`src/rtl/occ_lookup_server_if.sv`:
```
// Occurrence-lookup bus: extension-engine request/response plus BWT memory read port.
interface occ_lookup_server_if #(
  parameter int KLS_W  = 32,
  parameter int BLK    = 64,
  parameter int ADDR_W = 32
);
  localparam int WORD_W = 4 * KLS_W + 2 * BLK;

  logic [KLS_W-1:0]      pri_pos_in;
  logic                  bwt_params_valid;
  logic [KLS_W-1:0]      occ_k;
  logic [KLS_W-1:0]      occ_ks;
  logic                  occ_lookup;
  logic [3:0][KLS_W-1:0] occ_val_k;
  logic [3:0][KLS_W-1:0] occ_val_ks;
  logic                  occ_val_valid;
  logic                  busy;
  logic                  overlap_err;
  logic [ADDR_W-1:0]     mem_addr;
  logic                  mem_rd;
  logic [WORD_W-1:0]     mem_rdata;
  logic                  mem_rvalid;

  modport slave (
    input  pri_pos_in, bwt_params_valid, occ_k, occ_ks, occ_lookup, mem_rdata, mem_rvalid,
    output occ_val_k, occ_val_ks, occ_val_valid, busy, overlap_err, mem_addr, mem_rd
  );

  modport master (
    output pri_pos_in, bwt_params_valid, occ_k, occ_ks, occ_lookup, mem_rdata, mem_rvalid,
    input  occ_val_k, occ_val_ks, occ_val_valid, busy, overlap_err, mem_addr, mem_rd
  );
endinterface

```
`src/rtl/occ_lookup_server.sv`:
```
// Turns occ_k/occ_ks into per-symbol occurrence counts from checkpointed BWT blocks.
// Result pulse 4+L cycles after request (same block) or 4+2L (two blocks); requests while busy are dropped.
module occ_lookup_server #(
  parameter int KLS_W  = 32,
  parameter int BLK    = 64,
  parameter int ADDR_W = 32
) (
  input logic                clk,
  input logic                rst_n,
  occ_lookup_server_if.slave bus
);
  localparam int WORD_W = 4 * KLS_W + 2 * BLK;
  localparam int LOG    = $clog2(BLK);
  localparam int CW     = LOG + 1;

  typedef enum logic [2:0] {IDLE, RD_K, WAIT_K, CNT_K, WAIT_KS, CNT_KS} state_t;

  state_t                state_q, state_d;
  logic [KLS_W-1:0]      pri_q;
  logic [ADDR_W-1:0]     k_blk_q, ks_blk_q;
  logic [LOG-1:0]        k_off_q, ks_off_q;
  logic [WORD_W-1:0]     word_q;
  logic [3:0][KLS_W-1:0] val_k_q, val_ks_q;
  logic                  valid_q, err_q;

  logic                  busy, accept, capture, mem_rd;
  logic [ADDR_W-1:0]     mem_addr;
  logic [KLS_W-1:0]      pk, pks;
  logic [LOG-1:0]        cur_off;
  logic [3:0][CW-1:0]    cnt;
  logic [3:0][KLS_W-1:0] occ_res;

  // Positions past the primary slot shift down by one so '$' never occupies a stored symbol.
  function automatic logic [KLS_W-1:0] map_pos(input logic [KLS_W-1:0] x, input logic [KLS_W-1:0] pri);
    return (x > pri) ? x - KLS_W'(1) : x;
  endfunction

  // The result pulse cycle still counts as busy so back-to-back requests start one cycle later.
  assign busy   = (state_q != IDLE) || valid_q;
  assign accept = bus.occ_lookup && !busy;
  assign pk     = map_pos(bus.occ_k, pri_q);
  assign pks    = map_pos(bus.occ_ks, pri_q);

  always_comb begin
    state_d  = state_q;
    mem_rd   = 1'b0;
    mem_addr = '0;
    capture  = 1'b0;
    case (state_q)
      IDLE:    if (accept) state_d = RD_K;
      RD_K: begin
        mem_rd   = 1'b1;
        mem_addr = k_blk_q;
        state_d  = WAIT_K;
      end
      WAIT_K: if (bus.mem_rvalid) begin
        capture = 1'b1;
        state_d = CNT_K;
      end
      CNT_K: begin
        if (ks_blk_q != k_blk_q) begin
          mem_rd   = 1'b1;
          mem_addr = ks_blk_q;
          state_d  = WAIT_KS;
        end else begin
          state_d = CNT_KS;
        end
      end
      WAIT_KS: if (bus.mem_rvalid) begin
        capture = 1'b1;
        state_d = CNT_KS;
      end
      CNT_KS:  state_d = IDLE;
      default: state_d = IDLE;
    endcase
  end

  assign cur_off = (state_q == CNT_K) ? k_off_q : ks_off_q;

  always_comb begin
    cnt = '0;
    for (int j = 0; j < BLK; j++) begin
      if (LOG'(j) < cur_off) cnt[word_q[2*j +: 2]] = cnt[word_q[2*j +: 2]] + CW'(1);
    end
    for (int c = 0; c < 4; c++) begin
      occ_res[c] = word_q[2*BLK + c*KLS_W +: KLS_W] + KLS_W'(cnt[c]);
    end
  end

  always_ff @(posedge clk or negedge rst_n) begin
    if (!rst_n) begin
      state_q  <= IDLE;
      pri_q    <= '0;
      k_blk_q  <= '0;
      ks_blk_q <= '0;
      k_off_q  <= '0;
      ks_off_q <= '0;
      word_q   <= '0;
      val_k_q  <= '0;
      val_ks_q <= '0;
      valid_q  <= 1'b0;
      err_q    <= 1'b0;
    end else begin
      state_q <= state_d;
      if (bus.bwt_params_valid) pri_q <= bus.pri_pos_in;
      if (accept) begin
        k_blk_q  <= ADDR_W'(pk >> LOG);
        k_off_q  <= pk[LOG-1:0];
        ks_blk_q <= ADDR_W'(pks >> LOG);
        ks_off_q <= pks[LOG-1:0];
      end
      if (capture) word_q <= bus.mem_rdata;
      if (state_q == CNT_K) val_k_q <= occ_res;
      if (state_q == CNT_KS) val_ks_q <= occ_res;
      valid_q <= (state_q == CNT_KS);
      if (bus.occ_lookup && busy) err_q <= 1'b1;
    end
  end

  assign bus.occ_val_k     = val_k_q;
  assign bus.occ_val_ks    = val_ks_q;
  assign bus.occ_val_valid = valid_q;
  assign bus.busy          = busy;
  assign bus.overlap_err   = err_q;
  assign bus.mem_rd        = mem_rd;
  assign bus.mem_addr      = mem_addr;
endmodule
```
`src/flat_wrapper.sv`:
```
// flat-port wrapper written by rule: the top's interface ports become plain ports
module occ_lookup_server_flat 
#(
  parameter int KLS_W  = 32,
  parameter int BLK    = 64,
  parameter int ADDR_W = 32
)
  (clk, rst_n, bus_pri_pos_in, bus_bwt_params_valid, bus_occ_k, bus_occ_ks, bus_occ_lookup, bus_mem_rdata, bus_mem_rvalid, bus_occ_val_k, bus_occ_val_ks, bus_occ_val_valid, bus_busy, bus_overlap_err, bus_mem_addr, bus_mem_rd);
  occ_lookup_server_if #(.KLS_W(KLS_W), .BLK(BLK), .ADDR_W(ADDR_W)) bus_i ();
  input logic clk;
  input logic rst_n;
  input wire logic [$bits(bus_i.pri_pos_in)-1:0] bus_pri_pos_in;
  input wire logic [$bits(bus_i.bwt_params_valid)-1:0] bus_bwt_params_valid;
  input wire logic [$bits(bus_i.occ_k)-1:0] bus_occ_k;
  input wire logic [$bits(bus_i.occ_ks)-1:0] bus_occ_ks;
  input wire logic [$bits(bus_i.occ_lookup)-1:0] bus_occ_lookup;
  input wire logic [$bits(bus_i.mem_rdata)-1:0] bus_mem_rdata;
  input wire logic [$bits(bus_i.mem_rvalid)-1:0] bus_mem_rvalid;
  output wire logic [$bits(bus_i.occ_val_k)-1:0] bus_occ_val_k;
  output wire logic [$bits(bus_i.occ_val_ks)-1:0] bus_occ_val_ks;
  output wire logic [$bits(bus_i.occ_val_valid)-1:0] bus_occ_val_valid;
  output wire logic [$bits(bus_i.busy)-1:0] bus_busy;
  output wire logic [$bits(bus_i.overlap_err)-1:0] bus_overlap_err;
  output wire logic [$bits(bus_i.mem_addr)-1:0] bus_mem_addr;
  output wire logic [$bits(bus_i.mem_rd)-1:0] bus_mem_rd;
  assign bus_i.pri_pos_in = bus_pri_pos_in;
  assign bus_i.bwt_params_valid = bus_bwt_params_valid;
  assign bus_i.occ_k = bus_occ_k;
  assign bus_i.occ_ks = bus_occ_ks;
  assign bus_i.occ_lookup = bus_occ_lookup;
  assign bus_i.mem_rdata = bus_mem_rdata;
  assign bus_i.mem_rvalid = bus_mem_rvalid;
  assign bus_occ_val_k = bus_i.occ_val_k;
  assign bus_occ_val_ks = bus_i.occ_val_ks;
  assign bus_occ_val_valid = bus_i.occ_val_valid;
  assign bus_busy = bus_i.busy;
  assign bus_overlap_err = bus_i.overlap_err;
  assign bus_mem_addr = bus_i.mem_addr;
  assign bus_mem_rd = bus_i.mem_rd;
  occ_lookup_server #(.KLS_W(KLS_W), .BLK(BLK), .ADDR_W(ADDR_W)) u_core (.clk(clk), .rst_n(rst_n), .bus(bus_i));
endmodule
```
`config.mk`:
```
export PLATFORM = sky130hd
export DESIGN_NAME = occ_lookup_server_flat
export DESIGN_NICKNAME = d
export VERILOG_FILES = /design/src/rtl/occ_lookup_server_if.sv /design/src/rtl/occ_lookup_server.sv /design/src/flat_wrapper.sv
export SDC_FILE = /design/constraint.sdc
export NUM_CORES = 2
export LEC_CHECK = 0
export CELL_PAD_IN_SITES_DETAIL_PLACEMENT = 0
export CELL_PAD_IN_SITES_GLOBAL_PLACEMENT = 1
export CORE_MARGIN = 5
export CORE_UTILIZATION = 28
export DETAILED_ROUTE_END_ITERATION = 8
export PLACE_DENSITY_LB_ADDON = 0.08
export SYNTH_ARGS = -nofsm -noshare
export SYNTH_HDL_FRONTEND = slang
export SYNTH_SLANG_ARGS = --single-unit
```
`constraint.sdc`:
```
create_clock -name clk -period 66.4 [get_ports clk]
set_clock_uncertainty 0.05 [all_clocks]
set_input_delay 9.96 -clock clk [delete_from_list [all_inputs] [get_ports clk]]
set_output_delay 9.96 -clock clk [all_outputs]
set_load 0.02 [all_outputs]
```
==> run summary <==
Synthesis Warnings: 0
Tightest Pin Transition: 1.41 ns
Syn_area_per_cell: 7.54 um^2
Initial antenna violation count: 72
Cell family with most CP delay: multiplexers
Fmax achieved: 15.7 MHz
Gr usage total: 26.4%
H-Tree Depth: 3
Row Count: 206
Startpoint Class: register
Initial Util: 28.1%
# Max-Cap Violations: 0
Fin crit share: 95.8%
Die Width: 571 um
Status: finished, final reports clean
Crit-path max FO: 6
Layout overhead on the synthesized area: 22.0%
Total grt overflow: 0
Min Clock Period, post-route: 63.61 ns
Count leader, synth: nand2_1
Most frequent CP cell: mux4_2
Hold Crit Class: reg -> reg
Final hold slack: 0.420 ns
Post-synth ARST share: 100%
Top_reg_cell synth: dfrtp_1
DRT antenna net count: 0
Arrival time worst endpoint: 64.17 ns
DP HPWL: 365000 um
Clk_lat worst skew: 0.84 ns
DR vias: 94563
Root buf cell: clkbuf_16
Clock sinks: 611
Synthesized area: 88200 um^2
Reg clk slew, reported paths: 0.06 ns
Number of flops mapped to enable cells by yosys: 0
DRC Markers: 0
Vias/cell: 5.58
Post-synth cell types: 195
WL final: 451000 um
Cells after Synth: 11689
Max-slew violations: 0
Clock tree buffer depth: 4
Top-area cell type share of the netlist area: 17.3%
Worst Path Buf+Inv: 24
Layout Nets: 13229
Vias in the first global route: 93117
Share of cells above drive strength 1: 18.0%
WP data required: 66.96 ns
Worst setup EP type: register
Core area: 314000 um^2
Die height: 571 um
Count of input and output buffers: 640
First-pass GRT wire length: 654000 um
Critical path type: reg -> reg
WL/cell: 26.6 um
# setup viols final: 0
Detailed Routing Iterations Pass 1: 8
Synth Register Bits: 611
Largest net degree at the start of global routing: 193
Most frequent cells after synthesis: 1714 x nand2_1, 1234 x nor2_1, 930 x o21ai_0
Sequential share of the synthesized area: 17.3%
CTS tree: done
Fillers: 33289
Die ar.: 326000 um^2
Top cell type by total area after synthesis: dfrtp_1
Endpoints failing hold: 0
Slew headroom: 4.83%
Gpl congestion: 0.920
Top Ports: 649
Slowest CP cell: mux4_4
Top post-synthesis cells by area: dfrtp_1 17%, xnor2_1 8.0%, nand2_1 7.3%
Cts bufs inserted: 92
CP max stage delay: 0.70 ns
Drt first-iter violations: 7913
==> cell type report <==
| cell class | instances | area, um^2 | area share (%) |
|---|---|---|---|
| clock inverters | 41 | 444 | 0.413 |
| flip-flops and latches | 611 | 15300 | 14.2 |
| inverters | 289 | 1100 | 1.02 |
| diodes | 16 | 40.0 | 0.0372 |
| multi-input cells | 10142 | 69300 | 64.4 |
| repair buffers | 1576 | 13500 | 12.6 |
| well taps | 4160 | 5200 | 4.84 |
| clock buffers | 124 | 2680 | 2.49 |
==> final timing paths <==
kind | cells past startpoint | start | slack (ns) | end
worst max-delay path | 278 | u_core.k_off_q[2]$_DFFE_PN0P_ | 2.79 | u_core.bus.occ_val_ks[95]$_DFFE_PN0P_
worst min-delay path | 1 | u_core.bus.overlap_err$_DFFE_PN0P_ | 0.42 | u_core.bus.overlap_err$_DFFE_PN0P_
worst min register to register | 1 | u_core.bus.overlap_err$_DFFE_PN0P_ | 0.42 | u_core.bus.overlap_err$_DFFE_PN0P_
min in group asynchronous | 1 | rst_n | 9.20 | u_core.pri_q[21]$_DFFE_PN0P_
max in group asynchronous | 5 | rst_n | 53.68 | u_core.bus.occ_val_k[66]$_DFFE_PN0N_
worst max register to register | 278 | u_core.k_off_q[2]$_DFFE_PN0P_ | 2.79 | u_core.bus.occ_val_ks[95]$_DFFE_PN0P_
==> per-stage QoR <==
stage	setup WS (ns)	area (um^2)	cells	TNS (ns)	util, %
after detailed placement	-1.02	103000	16756	-81.93	32.8
after global routing	-0.145	108000	16944	-2.54	34.2
after CTS	0.000689	106000	16926	0	33.8
after global placement	-0.560	103000	16756	-22.08	32.8
final	2.79	108000	16959	0	34.2
after floorplan	6.23	88200	11694	0	-
==> flip-flops by register name (all words and copies together), names as in the netlist <==
name	cells
u_core.word_q	254
u_core.bus.occ_val_k	128
u_core.bus.occ_val_ks	128
u_core.pri_q	32
u_core.k_blk_q	26
u_core.ks_blk_q	26
u_core.k_off_q	6
u_core.ks_off_q	6
u_core.state_q	3
u_core.bus.occ_val_valid	1
u_core.bus.overlap_err	1
==> logic make-up after synthesis <==
| family | synth area share (%) |
|---|---|
| other cells | 0.00425 |
| simple gates | 26.3 |
| fa+ha+maj | 2.30 |
| xor+xnor | 15.1 |
| buf+inv | 5.73 |
| flops | 17.3 |
| compound gates | 23.3 |
| mux | 9.97 |
==> timing repair <==
item / 4_1_cts / 5_1_grt
resized for setup: 14 / 248
setup buffers: 5 / 16
endpoints found under the setup margin: 206 / 248
gates cloned: 0 / 1
endpoints found under the hold margin: 0 / 0
hold buffers: 0 / 0
pin swaps: 4 / 56
==> cells in the final DEF (no fill, tap or decap), types with 363 or more instances in the layout <==
| cell | synthesis | final |
|---|---|---|
| nand2_1 | 1714 | 1713 |
| nor2_1 | 1234 | 1225 |
| buf_4 | 18 | 929 |
| o21ai_0 | 930 | 869 |
| xnor2_1 | 809 | 782 |
| clkdlybuf4s50_1 | 0 | 638 |
| a21oi_1 | 664 | 635 |
| dfrtp_1 | 611 | 611 |
| nand3_1 | 436 | 434 |
| nor3_1 | 378 | 374 |
| xor2_1 | 374 | 363 |
==> routing by layer <==
| metal | vias up | share of wire (%) | GRT usage, % |
|---|---|---|---|
| met5 | - | 0.12 | 0 |
| li1 | 44342 | - | - |
| met1 | 46396 | 45 | 35.8 |
| met4 | 76 | 2.5 | 5.65 |
| met2 | 3177 | 45 | 43.2 |
| met3 | 572 | 6.7 | 5.38 |
Power is left out: the tool's default activity adds up to more than one toggle a clock period on the data nets, which glitch-free logic cannot reach.
